### config.mk
export PLATFORM = sky130hd
export DESIGN_NAME = wb_port_arbiter_flat
export DESIGN_NICKNAME = d
export VERILOG_FILES = /design/src/rtl/wb_port_arbiter_if.sv /design/src/rtl/wb_port_arbiter.sv /design/src/flat_wrapper.sv
export SDC_FILE = /design/constraint.sdc
export NUM_CORES = 1
export LEC_CHECK = 0
export BUFFER_PORTS_ARGS = -buffer_cell sky130_fd_sc_hd__buf_2
export CAP_MARGIN = 0
export CORE_MARGIN = 2
export CORE_UTILIZATION = 55
export CTS_CLUSTER_DIAMETER = 40
export DETAILED_ROUTE_END_ITERATION = 7
export PLACE_DENSITY = 0.91
export RECOVER_POWER = 100
export SYNTH_ARGS = -nofsm -noshare
export SYNTH_HDL_FRONTEND = slang
export SYNTH_SLANG_ARGS = --single-unit
### constraint.sdc
create_clock -name clk -period 2.25 [get_ports clk]
set_clock_uncertainty 0.05 [all_clocks]
set_input_delay 0.3375 -clock clk [delete_from_list [all_inputs] [get_ports clk]]
set_output_delay 0.3375 -clock clk [all_outputs]
set_load 0.005 [all_outputs]
### src/rtl/wb_port_arbiter_if.sv
// Register-file write port arbiter bus: write stage, multi-cycle unit,
// and the registered register-file write port.
interface wb_port_arbiter_if;
    logic        pipe_valid;
    logic [4:0]  pipe_reg;
    logic [31:0] pipe_data;
    logic        mc_valid;
    logic [4:0]  mc_reg;
    logic [31:0] mc_data;
    logic        mc_ready;
    logic        stall;
    logic        rf_we;
    logic [4:0]  rf_addr;
    logic [31:0] rf_wdata;

    modport slave (
        input  pipe_valid, pipe_reg, pipe_data,
        input  mc_valid, mc_reg, mc_data,
        output mc_ready, stall,
        output rf_we, rf_addr, rf_wdata
    );

    modport master (
        output pipe_valid, pipe_reg, pipe_data,
        output mc_valid, mc_reg, mc_data,
        input  mc_ready, stall,
        input  rf_we, rf_addr, rf_wdata
    );
endinterface

### src/rtl/wb_port_arbiter.sv
// Shares one register-file write port between the write stage and an
// in-order buffer of multi-cycle results, with starvation and WAW squash.
module wb_port_arbiter #(
    parameter int DEPTH      = 2,
    parameter int STARVE_MAX = 3
) (
    input logic               clk,
    input logic               clr,
    wb_port_arbiter_if.slave  bus
);

    localparam int PW = (DEPTH > 1) ? $clog2(DEPTH) : 1;
    localparam int CW = $clog2(DEPTH + 1);
    localparam int SW = (STARVE_MAX > 0) ? $clog2(STARVE_MAX + 1) : 1;

    logic [4:0]       reg_q  [DEPTH];
    logic [31:0]      data_q [DEPTH];
    logic [DEPTH-1:0] valid_q, valid_d;
    logic [DEPTH-1:0] dead_q, dead_d;
    logic [PW-1:0]    wr_ptr_q, wr_ptr_d;
    logic [PW-1:0]    rd_ptr_q, rd_ptr_d;
    logic [CW-1:0]    count_q, count_d;
    logic [SW-1:0]    starve_q, starve_d;

    logic        rf_we_q, rf_we_d;
    logic [4:0]  rf_addr_q, rf_addr_d;
    logic [31:0] rf_wdata_q, rf_wdata_d;

    logic full, nonempty, enq;
    logic grant_mc, grant_pipe;
    logic [4:0]  head_reg;
    logic [31:0] head_data;
    logic        head_dead;

    function automatic logic [PW-1:0] ptr_inc(input logic [PW-1:0] p);
        return (p == PW'(DEPTH - 1)) ? '0 : p + PW'(1);
    endfunction

    assign full      = (count_q == CW'(DEPTH));
    assign nonempty  = (count_q != '0);
    assign head_reg  = reg_q[rd_ptr_q];
    assign head_data = data_q[rd_ptr_q];
    assign head_dead = dead_q[rd_ptr_q];

    // Buffer wins when it has work and the pipe is idle, it is full,
    // or it has been passed over too many times in a row.
    assign grant_mc   = nonempty &
                        (!bus.pipe_valid | full |
                         (starve_q == SW'(STARVE_MAX)));
    assign grant_pipe = bus.pipe_valid & !grant_mc;

    assign bus.mc_ready = clr & !full;
    assign bus.stall    = clr & bus.pipe_valid & grant_mc;
    assign enq          = bus.mc_valid & bus.mc_ready;

    assign bus.rf_we    = rf_we_q;
    assign bus.rf_addr  = rf_addr_q;
    assign bus.rf_wdata = rf_wdata_q;

    // Next buffer bookkeeping: squash, dequeue, enqueue, starvation.
    always_comb begin
        valid_d  = valid_q;
        dead_d   = dead_q;
        wr_ptr_d = wr_ptr_q;
        rd_ptr_d = rd_ptr_q;
        count_d  = count_q;
        starve_d = starve_q;
        if (grant_pipe && bus.pipe_reg != 5'd0) begin
            for (int i = 0; i < DEPTH; i++) begin
                if (valid_q[i] && reg_q[i] == bus.pipe_reg)
                    dead_d[i] = 1'b1;
            end
        end
        if (grant_mc) begin
            valid_d[rd_ptr_q] = 1'b0;
            rd_ptr_d = ptr_inc(rd_ptr_q);
        end
        if (enq) begin
            valid_d[wr_ptr_q] = 1'b1;
            dead_d[wr_ptr_q]  = 1'b0;
            wr_ptr_d = ptr_inc(wr_ptr_q);
        end
        if (enq && !grant_mc)
            count_d = count_q + CW'(1);
        else if (!enq && grant_mc)
            count_d = count_q - CW'(1);
        if (!nonempty || grant_mc)
            starve_d = '0;
        else if (bus.pipe_valid && starve_q != SW'(STARVE_MAX))
            starve_d = starve_q + SW'(1);
    end

    // Next write-port value for whichever request won this cycle.
    always_comb begin
        rf_we_d    = 1'b0;
        rf_addr_d  = rf_addr_q;
        rf_wdata_d = rf_wdata_q;
        if (grant_mc) begin
            rf_we_d    = !head_dead && head_reg != 5'd0;
            rf_addr_d  = head_reg;
            rf_wdata_d = head_data;
        end else if (grant_pipe) begin
            rf_we_d    = bus.pipe_reg != 5'd0;
            rf_addr_d  = bus.pipe_reg;
            rf_wdata_d = bus.pipe_data;
        end
    end

    // Buffer control state; reset drops every buffered entry.
    always_ff @(posedge clk or negedge clr) begin
        if (!clr) begin
            valid_q  <= '0;
            dead_q   <= '0;
            wr_ptr_q <= '0;
            rd_ptr_q <= '0;
            count_q  <= '0;
            starve_q <= '0;
        end else begin
            valid_q  <= valid_d;
            dead_q   <= dead_d;
            wr_ptr_q <= wr_ptr_d;
            rd_ptr_q <= rd_ptr_d;
            count_q  <= count_d;
            starve_q <= starve_d;
        end
    end

    // Buffer payload storage, written at the tail on accept.
    always_ff @(posedge clk or negedge clr) begin
        if (!clr) begin
            for (int i = 0; i < DEPTH; i++) begin
                reg_q[i]  <= '0;
                data_q[i] <= '0;
            end
        end else if (enq) begin
            reg_q[wr_ptr_q]  <= bus.mc_reg;
            data_q[wr_ptr_q] <= bus.mc_data;
        end
    end

    // Registered register-file write port.
    always_ff @(posedge clk or negedge clr) begin
        if (!clr) begin
            rf_we_q    <= 1'b0;
            rf_addr_q  <= '0;
            rf_wdata_q <= '0;
        end else begin
            rf_we_q    <= rf_we_d;
            rf_addr_q  <= rf_addr_d;
            rf_wdata_q <= rf_wdata_d;
        end
    end

endmodule

### src/flat_wrapper.sv
// flat-port wrapper written by rule: the top's interface ports become plain ports
module wb_port_arbiter_flat 
#(
    parameter int DEPTH      = 2,
    parameter int STARVE_MAX = 3
)
  (clk, clr, bus_pipe_valid, bus_pipe_reg, bus_pipe_data, bus_mc_valid, bus_mc_reg, bus_mc_data, bus_mc_ready, bus_stall, bus_rf_we, bus_rf_addr, bus_rf_wdata);
  wb_port_arbiter_if bus_i ();
  input logic clk;
  input logic clr;
  input wire logic [$bits(bus_i.pipe_valid)-1:0] bus_pipe_valid;
  input wire logic [$bits(bus_i.pipe_reg)-1:0] bus_pipe_reg;
  input wire logic [$bits(bus_i.pipe_data)-1:0] bus_pipe_data;
  input wire logic [$bits(bus_i.mc_valid)-1:0] bus_mc_valid;
  input wire logic [$bits(bus_i.mc_reg)-1:0] bus_mc_reg;
  input wire logic [$bits(bus_i.mc_data)-1:0] bus_mc_data;
  output wire logic [$bits(bus_i.mc_ready)-1:0] bus_mc_ready;
  output wire logic [$bits(bus_i.stall)-1:0] bus_stall;
  output wire logic [$bits(bus_i.rf_we)-1:0] bus_rf_we;
  output wire logic [$bits(bus_i.rf_addr)-1:0] bus_rf_addr;
  output wire logic [$bits(bus_i.rf_wdata)-1:0] bus_rf_wdata;
  assign bus_i.pipe_valid = bus_pipe_valid;
  assign bus_i.pipe_reg = bus_pipe_reg;
  assign bus_i.pipe_data = bus_pipe_data;
  assign bus_i.mc_valid = bus_mc_valid;
  assign bus_i.mc_reg = bus_mc_reg;
  assign bus_i.mc_data = bus_mc_data;
  assign bus_mc_ready = bus_i.mc_ready;
  assign bus_stall = bus_i.stall;
  assign bus_rf_we = bus_i.rf_we;
  assign bus_rf_addr = bus_i.rf_addr;
  assign bus_rf_wdata = bus_i.rf_wdata;
  wb_port_arbiter #(.DEPTH(DEPTH), .STARVE_MAX(STARVE_MAX)) u_core (.clk(clk), .clr(clr), .bus(bus_i));
endmodule
[Word-level counts from Yosys, hierarchy flattened]
Cells that the tools add are included.
Word-level totals
  flip-flop bits (word level): 122
  bits of input ports: 78
  output and inout port bits: 40
  word-level logic and storage cells: 104
Operators by class
  add/sub/neg operators: 5
  magnitude comparators: 7
  eq/ne operators: 5
  multiplexer cells: 36
  bitwise logic cells: 15
  reductions and logical operators: 23
Operators with widths (count)
  32-bit two-way mux: 6
  64-bit bitwise mux: 1
  32-bit demux with 1-bit select: 1
  5-bit two-way mux: 6
  2-bit two-way mux: 8
  10-bit bitwise mux: 1
  5-bit == test: 2
  1-bit logical AND: 10
  1-bit two-way mux: 10
  5-bit nonzero test: 2
  2-bit nonzero test: 4
  1-bit AND: 6
  1-bit logical NOT: 6
  5-bit demux with 1-bit select: 1
  2-bit by 1-bit adder with 2-bit output, second input constant: 2
  2-bit AND: 2
  2-bit == test, second input constant: 2
  2-bit >= comparator, second input constant: 2
  1-bit by 2-bit < comparator with 1-bit output, second input constant: 2
  1-bit NOT with 2-bit output: 2
  2-bit NOT: 2
  1-bit adder, second input constant: 2
  1-bit demux with 1-bit select: 2
  1-bit >= comparator, second input constant: 2
  other kinds (6): 7

[Depth between registers and ports, before layout]
Gate-level depths: netlist (run 1).
  depth in word-level cells: 10
  mapped depth: 9
  depth with buffers taken out: 8

[Least setup slack after synthesis (run 1)]
OpenSTA, ideal clock, no wires.
  path type: reg-to-reg
  start: reg u_core.starve_q[0]
  end: reg u_core.count_q[1]
  setup time: 0.128 ns
  arrival time: 1.593 ns
  data required time: 2.072 ns
  path slack: 0.478 ns
  cell stages (with the launch flop): 10
  path buffers: 1
  period minus slack after synthesis: 1.772 ns
  path through: dfrtp_1 -> ha_1 -> nand3b_1 -> o21a_1 -> inv_1 -> buf_2 -> ha_1 -> xor2_1 -> nor2_1 -> xor2_1
On the way
  longest elaborated chain between the ends: 6
  elaborated cells on any way between the ends: 8
  classes of those cells: 1 x eq/ne; 1 x mux; 2 x bitwise; 4 x reduce/logical
RTL lines
  from (decl): line wb_port_arbiter.sv:23  | logic [SW-1:0] starve_q, starve_d;
  from (signal assigned): line wb_port_arbiter.sv:124  | starve_q <= starve_d;
  2-bit == test (*): line wb_port_arbiter.sv:49  | (starve_q == SW'(STARVE_MAX)));
  1-bit bitwise OR (*): line wb_port_arbiter.sv:48  | (!bus.pipe_valid | full |
  1-bit AND (*): line wb_port_arbiter.sv:47  | assign grant_mc = nonempty &
  1-bit logical NOT: line wb_port_arbiter.sv:83  | if (enq && !grant_mc)
  1-bit logical AND: line wb_port_arbiter.sv:83
  2-bit two-way mux or 2-bit nonzero test (tied branches)
  to (signal assigned): line wb_port_arbiter.sv:123  | count_q <= count_d;
  to (decl): line wb_port_arbiter.sv:22  | logic [CW-1:0] count_q, count_d;
Mark *: on every way between the ends. The rest lies on a longest branch, timed or not.
A chain may end at the register's enable or synchronous reset.

[Worst setup path in the final report (run 1)]
  start: reg u_core.starve_q[0]
  end: out bus_stall
On the way
  longest elaborated chain between the ends: 4
RTL lines
  2-bit == test: line wb_port_arbiter.sv:49
  1-bit bitwise OR: line wb_port_arbiter.sv:48
  1-bit AND: line wb_port_arbiter.sv:47
  1-bit AND: line wb_port_arbiter.sv:53  | assign bus.stall = clr & bus.pipe_valid & grant_mc;
  to (decl): line flat_wrapper.sv:18  | output wire logic [$bits(bus_i.stall)-1:0] bus_stall;
Every way passes these cells.

==> key figures, run 1 <==
Placement
  • IO buf count: 117
  • Placer Congestion: 0.910
  • Pre-CTS WS: 342 ps
  • Placed Area: 6280 um^2
  • Post-DP HPWL: 8290 um

Synthesis
  • Largest area contributor in the synthesized netlist: dfrtp_1
  • Share of the yosys chip area belonging to registers: 0.544
  • Seq cells post-synth: 122
  • Post-Synthesis Cells: 461
  • Synth warn: 0
  • Area contributors post-synth: dfrtp_1, mux2_2, o31ai_1
  • Synth top area share: 0.544
  • Synth Area per Inst: 12.2 um^2
  • Post-synth ARST share: 1.00
  • Syn nets: 541
  • Post-synth EDFFs: 0
  • Synth cell types: 35
  • Post-Syn Area: 5610 um^2
  • Main synth FF type: dfrtp_1

Clock network
  • Clk_lat worst skew: 520 ps
  • Sink Count: 122
  • Clock Path Buffers: 2
  • H-tree levels: 4
  • Post-cts repair resize count: 0
  • Cts bufs inserted: 17
  • CTS root buf: clkbuf_8
  • CTS tree: built
  • Worst-path clk slew: 50 ps

STA
  • Slew headroom: 0.514
  • Worst Max-Slew Pin Slew: 728 ps
  • Final setup viols: 0
  • Fin Setup TNS: 0 ps
  • Final Hold Fails: 0
  • Tcrit/Tclk final: 0.970
  • PnR worst setup slack: 67.1 ps
  • Slew Limit Fails: 0
  • Fin crit period: 2180 ps
  • Fmax: 0.458 GHz

Setup path
  • WP data required: 1860 ps
  • Worst reg2reg path depth: 8
  • Critical-path top delay cell: dfrtp_1
  • Crit Path Category: reg2out
  • CP endpoint: bus_stall
  • CP Launch Type: flop
  • Worst-path fanout max: 2
  • Critical Path AT: 1800 ps
  • R2R Setup Slk: 260 ps
  • Worst reg2reg startpoint: u_core.starve_q[0]
  • Crit-path max cell delay: 380 ps
  • CP endpoint kind: output port
  • Crit path cell chain: ha_1 > nand3b_1 > o21a_1 > and3_1 > buf_2
  • CP startpoint: u_core.starve_q[0]
  • Worst r2r dst: u_core.bus.rf_addr[4]

Run
  • Total of max-cap violations: 0

Run status
  • Status: complete, no violations

Route
  • Iter 0 DRT Violations: 166
  • First-pass detailed-route iteration total: 5
  • Routed vias: 4067
  • Drt drc: 0
  • Antenna viol nets, final: 0
  • Vias per cell: 5.53
  • Post-DR wirelength/cell: 18.0 um
  • Routed WL: 13200 um

Finish
  • Fill cell count: 695
  • Final Util: 0.712
  • Area grow syn2layout: 24.6%
  • Fin area: 6990 um^2
  • Fraction of layout cells with a size suffix above 1: 0.394
  • Final Net Count: 669

Power and ir drop
  • Leakage: 3.26 nW
  • Pwr per Cell Area: 1510 nW/um^2
  • Power Total: 10.6 mW
  • Maximum VDD drop: 0.812 mV

Hold path
  • HP Class: in2reg

Global route
  • First-pass GRT wire length: 21200 um
  • Largest net degree at the start of global routing: 60
  • GRT Total Usage: 0.248
  • Initial antenna violation count: 1
  • Vias in the first global route: 4193
  • Total grt overflow: 0

Die
  • Core region area: 9820 um^2
  • Die Area: 11000 um^2
  • # rows: 36
  • Die Wd: 105 um
  • Initial Utilization: 0.571
  • Die H: 105 um
  • Top Ports: 118
layer usage:
metal  wire length [um]  GRT usage
met3                590     0.0699
met2               6680      0.413
met5                  0          0
met1               5560      0.298
met4                405      0.115
cells in the final DEF (no fill, tap or decap), types with 2 or more instances in the layout:
master         Yosys  final
a221o_1            4      4
nor2_1            40     40
o31ai_1           34     34
clkbuf_16          0     16
clkinv_2           0      4
buf_12             0      3
nand3_1            3      3
xor2_1            10     10
inv_1              4      4
mux2_2            59     59
dfrtp_1          122    121
clkbuf_1           7      4
nand2_1           42     42
dlygate4sd3_1      0     12
ha_1               2      2
xnor2_1            4      4
buf_4              5     11
mux2i_1            5      5
a211oi_1          32     32
mux2_4            16     16
and3_1             3      3
clkbuf_8           0      3
nor4_1             2      2
bufinv_16          0      3
buf_2             14    116
nor2b_1           32     32
critical path: cells and delay by family, from the launching register on:
family | cells | cell delay (ps)
buf+inv | 1 | 130
simple gates | 2 | 390
flops | 1 | 380
fa+ha+maj | 1 | 220
compound gates | 1 | 160
flip-flops by register name, indices dropped and copies added (netlist names), 2 cells and up:
register and flops:
u_core.data_q 64, u_core.bus.rf_wdata 32, u_core.starve_q 2, u_core.dead_q 2
u_core.reg_q 10, u_core.bus.rf_addr 5, u_core.count_q 2, u_core.valid_q 2
metrics by stage:
stage	hold slack [ps]	std cells
after global routing	0.254	735
after global placement	146	689
after CTS	1.76	732
after floorplan	-8.09	461
final	18.0	735
after detailed placement	152	689
area by class of cell:
| type | count | area (um^2) | share of cell area |
|---|---|---|---|
| Antenna cell | 1 | 2.50 | 0.000358 |
| Multi-Input combinational cell | 302 | 2330 | 0.334 |
| Inverter | 4 | 15.0 | 0.00215 |
| Tap cell | 133 | 166 | 0.0238 |
| Clock buffer | 23 | 457 | 0.0653 |
| Timing Repair Buffer | 142 | 843 | 0.121 |
| Clock inverter | 8 | 119 | 0.0170 |
| Sequential cell | 122 | 3050 | 0.437 |
cells by family after synthesis:
logic type               after synthesis  share of synthesized area
buffers and inverters                 37                     0.0406
AND/OR/NAND/NOR                      130                      0.116
XOR/XNOR                              14                     0.0219
adder cells (fa/ha/maj)                2                    0.00446
flip-flops                           122                      0.544
AO/OA/AOI/OAI                         76                      0.103
multiplexers                          80                      0.170
how the worst min path moves through the flow:
stage                         start                    end  slack, ps  cells past startpoint
finish               bus_mc_data[7]      u_core.data_q[39]         20                      2
global route         bus_mc_data[1]       u_core.data_q[1]        0.3                      2
CTS                 bus_mc_data[21]      u_core.data_q[21]          2                      2
detailed placement              clr      u_core.valid_q[0]        150                      1
global placement                clr      u_core.valid_q[1]        150                      1
floorplan                       clr  u_core.bus.rf_addr[0]         -8                      0
cells in the mapped netlist (4+ instances only):
library cell    n
dfrtp_1       122
a221o_1         4
a211oi_1       32
xnor2_1         4
mux2_4         16
mux2_2         59
xor2_1         10
buf_2          14
nor2b_1        32
o31ai_1        34
nor2_1         40
buf_6           7
mux2i_1         5
nand2_1        42
inv_1           4
clkbuf_1        7
buf_4           5
power breakdown:
group	internal (mW)	total, mW	leakage, nW	switching, mW
clock network	1.73	2.65	0.286	0.915
logic	1.98	3.86	1.51	1.87
registers	3.33	4.05	1.46	0.722
total	7.05	10.6	3.26	3.51
timing repair:
item	4_1_cts	5_1_grt
hold buffers	12	0
buffers inserted	0	2
endpoints found under the hold margin	20	0
setup endpoints to repair	0	1
(Power assumes the default switching activity.)
==> run 2: changes to the inputs <==
BUFFER_PORTS_ARGS = -buffer_cell sky130_fd_sc_hd__clkbuf_2   (was -buffer_cell sky130_fd_sc_hd__buf_2)
CAP_MARGIN = default   (was 0)
==> run 2 against run 1 <==
Compared with the run above: register-to-register slack got worse by 100 ps; non-clock buffer count decreased by 5; design area decreased by 2.9%; sequential share of layout area increased by 1.3 points; sequential cell count unchanged; critical endpoint unchanged; largest power group unchanged.
==> key figures, run 2 (same netlist as run 1, synthesis figures left out) <==
Run status
  • Status: complete, no violations

Route
  • Iter 0 DRT Violations: 337
  • Drt drc: 0
  • Routed WL: 12800 um
  • Post-DR wirelength/cell: 17.6 um
  • Routed vias: 4052
  • First-pass detailed-route iteration total: 5
  • Vias per cell: 5.55
  • Antenna viol nets, final: 0

STA
  • Fin crit period: 2180 ps
  • Slew Limit Fails: 0
  • Fin Setup TNS: 0 ps
  • Slew headroom: 0.250
  • PnR worst setup slack: 73.3 ps
  • Worst Max-Slew Pin Slew: 1120 ps
  • RSZ-0062 raised after global routing: no
  • Fmax: 0.459 GHz
  • Final setup viols: 0
  • Final Hold Fails: 0
  • Hold Slack: 5.81 ps
  • Tcrit/Tclk final: 0.967

Power and ir drop
  • Switching Fraction: 0.347
  • Power Total: 10.1 mW
  • Clock share of power: 0.243
  • Combinational Power Share: 0.357
  • Maximum VDD drop: 0.672 mV
  • Pwr per Cell Area: 1490 nW/um^2
  • Reg power frac: 0.400
  • Leakage: 3.09 nW
  • P_sw: 3.52 mW
  • Internal power: 6.62 mW

Die
  • Core region area: 9820 um^2
  • # rows: 36
  • Die Area: 11000 um^2
  • Die H: 105 um
  • Top Ports: 118
  • Initial Utilization: 0.571
  • Die Wd: 105 um

Setup path
  • Worst-path fanout max: 3
  • Crit Path Category: reg2out
  • Critical Path AT: 1790 ps
  • CP Launch Type: flop
  • CP endpoint kind: output port
  • WP data required: 1860 ps

Clock network
  • Clk_lat worst skew: 520 ps
  • CTS root buf: clkbuf_8
  • Cts bufs inserted: 17
  • H-tree levels: 4
  • Worst-path clk slew: 60 ps
  • Post-cts repair resize count: 0
  • CTS tree: built
  • Sink Count: 122
  • Clock Path Buffers: 2

Run
  • Total of max-cap violations: 0

Global route
  • Vias in the first global route: 4229
  • First-pass GRT wire length: 21100 um
  • Total grt overflow: 0
  • GRT Total Usage: 0.245
  • Initial antenna violation count: 0
  • Largest net degree at the start of global routing: 70

Finish
  • Register area: 3050 um^2
  • Non-filler cells, final: 730
  • Fraction of layout cells with a size suffix above 1: 0.352
  • Fill cell count: 699
  • Area grow syn2layout: 21.0%
  • Top reg by flops: u_core.data_q
  • Most frequent cells in the layout: dfrtp_1, clkbuf_2, mux2_2
  • Antenna diode count: 0
  • Final Util: 0.691
  • Multi-input gate area: 2270 um^2
  • Commonest non-fill, non-tap cell in the layout: dfrtp_1
  • Fin area: 6790 um^2
  • Final Net Count: 664
  • Max reg flops: 64

Hold path
  • HP Class: in2reg

Placement
  • Placer Congestion: 0.927
  • Placed insts: 690
  • Pre-CTS WS: 365 ps
  • Placed Area: 6270 um^2
  • Post-DP HPWL: 8210 um
  • IO buf count: 117
## run 2: changes by cell type in the layout (fill, tap and decap cells not counted), sizes merged
cell         change
clkbuf         +120
inv              +1
buf            -123
diode            -1
dlygate4sd3      -5
clkinvlp         +4
bufinv           -2
clkinv           +1
## run 2: timing repair
action / 4_1_cts / 5_1_grt
endpoints found under the setup margin: 0 / 1
setup buffers: 0 / 1
hold buffers: 7 / 0
hold endpoints to repair: 7 / 0
## run 2: metal layers
metal,part of all wire,track usage,wire [um],up-vias
met5,0,0,0,-
met4,0.020,0.0990,257,0
met3,0.060,0.0643,766,21
met2,0.51,0.415,6530,151
met1,0.41,0.299,5260,1996
li1,-,-,-,1884
## run 2: cell type report
cell class,instances,share of cell area
Sequential cell,122,0.450
Multi-Input combinational cell,302,0.335
Timing Repair Buffer,137,0.108
Clock buffer,20,0.0656
Tap cell,133,0.0245
Clock inverter,12,0.0146
Inverter,4,0.00221
## run 2: power by group through the flow
| stage | Sequential (mW) | Combinational (mW) | Clock (mW) |
|---|---|---|---|
| floorplan | 3.85 | 2.84 | 0 |
| global placement | 3.97 | 3.58 | 0 |
| detailed placement | 4.06 | 3.76 | 0 |
| CTS | 4.05 | 3.82 | 2.49 |
| global route | 4.17 | 4.03 | 2.60 |
| finish | 4.06 | 3.62 | 2.46 |
## run 2: path summary, 6_finish.rpt
kind,startpoint,end,slack [ps],cells past startpoint
min in group asynchronous,clr,u_core.wr_ptr_q,250,2
min reg2reg,u_core.starve_q[0],u_core.starve_q[0],400,1
max reg2reg,u_core.count_q[0],u_core.data_q[52],160,4
max,u_core.starve_q[0],bus_stall,70,5
max in group asynchronous,clr,u_core.data_q[22],420,3
min,bus_mc_reg[0],u_core.reg_q[5],6,2
## run 2: critical path, cell delays in order, from the launching register on
cell,delay (ps)
dfrtp_1,390
ha_1,210
nand3b_1,200
o21a_1,160
and3_1,200
clkbuf_2,110
==> run 3: changes to the inputs <==
CELL_PAD_IN_SITES_DETAIL_PLACEMENT = 1   (was default)
CELL_PAD_IN_SITES_GLOBAL_PLACEMENT = 1   (was default)
CORE_UTILIZATION = 43   (was 55)
PLACE_DENSITY = 0.9   (was 0.91)
==> run 3 against run 2 <==
Compared with the run above: maximum frequency grew 2.3%; setup slack improved by 48 ps; final cell count rose by 4.5%; via count is 0.59% lower.
==> key figures, run 3 (same netlist as run 1, synthesis figures left out) <==
Route
  • Antenna viol nets, final: 0
  • Routed WL: 14500 um
  • First-pass detailed-route iteration total: 4
  • Vias per cell: 5.28
  • Iter 0 DRT Violations: 117
  • Routed vias: 4028
  • Drt drc: 0
  • Post-DR wirelength/cell: 19.0 um

STA
  • Final setup viols: 0
  • Slew headroom: 0.207
  • PnR worst setup slack: 122 ps
  • Fin Setup TNS: 0 ps
  • Tcrit/Tclk final: 0.946
  • Worst Max-Slew Pin Slew: 1190 ps
  • Fmax: 0.470 GHz
  • Fin crit period: 2130 ps
  • RSZ-0062 raised after global routing: no
  • Slew Limit Fails: 0
  • Final Hold Fails: 0

Finish
  • Register area: 3050 um^2
  • Commonest non-fill, non-tap cell in the layout: dfrtp_1
  • Fraction of layout cells with a size suffix above 1: 0.347
  • Final Util: 0.540
  • Fin area: 6850 um^2
  • Top reg by flops: u_core.data_q
  • Most frequent cells in the layout: dfrtp_1, clkbuf_2, mux2_2
  • Final Net Count: 658
  • Fill cell count: 1380
  • Antenna diode count: 0
  • Area grow syn2layout: 22.1%
  • Multi-input gate area: 2260 um^2
  • Max reg flops: 64

Hold path
  • HP Class: in2reg
  • Min-delay src: bus_mc_reg[4]
  • Hold endpoint: u_core.reg_q[9]
  • Hold depth: 2

Clock network
  • Clock Path Buffers: 2
  • CTS tree: built
  • Worst-path clk slew: 50 ps
  • Post CTS Setup Buffer Count: 0
  • H-tree levels: 4
  • Sink Count: 122
  • Post-cts repair resize count: 0
  • CTS hold repair buffers: 1
  • Cts bufs inserted: 17
  • Clk_lat worst skew: 420 ps
  • CTS root buf: clkbuf_16

Die
  • # rows: 41
  • Die Area: 14000 um^2
  • Initial Utilization: 0.443
  • Die H: 118 um
  • Core region area: 12700 um^2
  • Top Ports: 118
  • Die Wd: 118 um

Placement
  • Placed Area: 6330 um^2
  • Placer Congestion: 0.834
  • IO buf count: 117
  • Post-DP HPWL: 9890 um
  • Pre-CTS WS: 254 ps

Global route
  • Total grt overflow: 0
  • Largest net degree at the start of global routing: 71
  • GRT Total Usage: 0.220
  • First-pass GRT wire length: 23600 um
  • Vias in the first global route: 4513
  • Initial antenna violation count: 0

Setup path
  • WP data required: 1860 ps
  • CP endpoint kind: output port
  • CP Launch Type: flop
  • Worst reg2reg path depth: 4
  • Crit Path Category: reg2out
  • Critical Path AT: 1740 ps
  • R2R Setup Slk: 200 ps
  • Worst-path fanout max: 4
  • Worst reg2reg startpoint: u_core.count_q[0]
  • Worst r2r dst: u_core.data_q[27]

Power and ir drop
  • Power Total: 10.6 mW
  • Pwr per Cell Area: 1550 nW/um^2
  • Leakage: 3.09 nW
  • Maximum VDD drop: 0.623 mV

Run status
  • Status: complete, no violations

Run
  • Total of max-cap violations: 0
run 3: changes by cell type in the layout (fill, tap and decap cells not counted), moves of 3 or more:
cell,change
dlygate4sd3_1,-6
clkinvlp_4,-4
clkbuf_2,-3
bufinv_16,+3
clkinv_2,-3
clkbuf_1,+5
run 3: per-stage QoR:
stage               cells  hold WS [ps]
CTS                   763           104
global placement      730           136
floorplan             461         -8.09
finish                763           101
global route          763          92.0
detailed placement    730           141
run 3: final cells by class:
class	count	area share
flip-flops and latches	122	0.446
multi-input cells	302	0.330
repair buffers	131	0.0965
clock buffers	25	0.0738
well taps	172	0.0314
clock inverters	7	0.0197
inverters	4	0.00219
run 3: worst max path at each step:
stage                     depth (start not counted)  slack, ps                 endpoint               start
after CTS                                         5         90                bus_stall  u_core.starve_q[0]
final                                             5        120                bus_stall  u_core.starve_q[0]
after global placement                            7        470    u_core.bus.rf_addr[4]  u_core.starve_q[0]
after global routing                              7         20   u_core.bus.rf_wdata[8]  u_core.starve_q[0]
after floorplan                                   9        480        u_core.count_q[1]  u_core.starve_q[0]
after detailed placement                          7        250  u_core.bus.rf_wdata[19]  u_core.starve_q[0]
run 3: metal layers:
metal  GRT usage  routed length (um)  vias to the layer above
met3      0.0516                 481                       35
met2       0.383                7620                      112
met4       0.100                 387                        0
li1            -                   -                     1868
met5           0                   0                        -
met1       0.256                5980                     2013
run 3: critical path, cell delays in order, from the launching register on:
cell and delay, ps:
dfrtp_1 390, ha_1 220, nand3b_1 220, o21a_2 200
and3_1 190, clkbuf_1 110
run 3: power breakdown:
group	total (mW)	switching [mW]	internal, mW
registers	4.05	0.720	3.33
logic	3.65	1.92	1.73
clock network	2.94	0.941	2.00
total	10.6	3.58	7.06
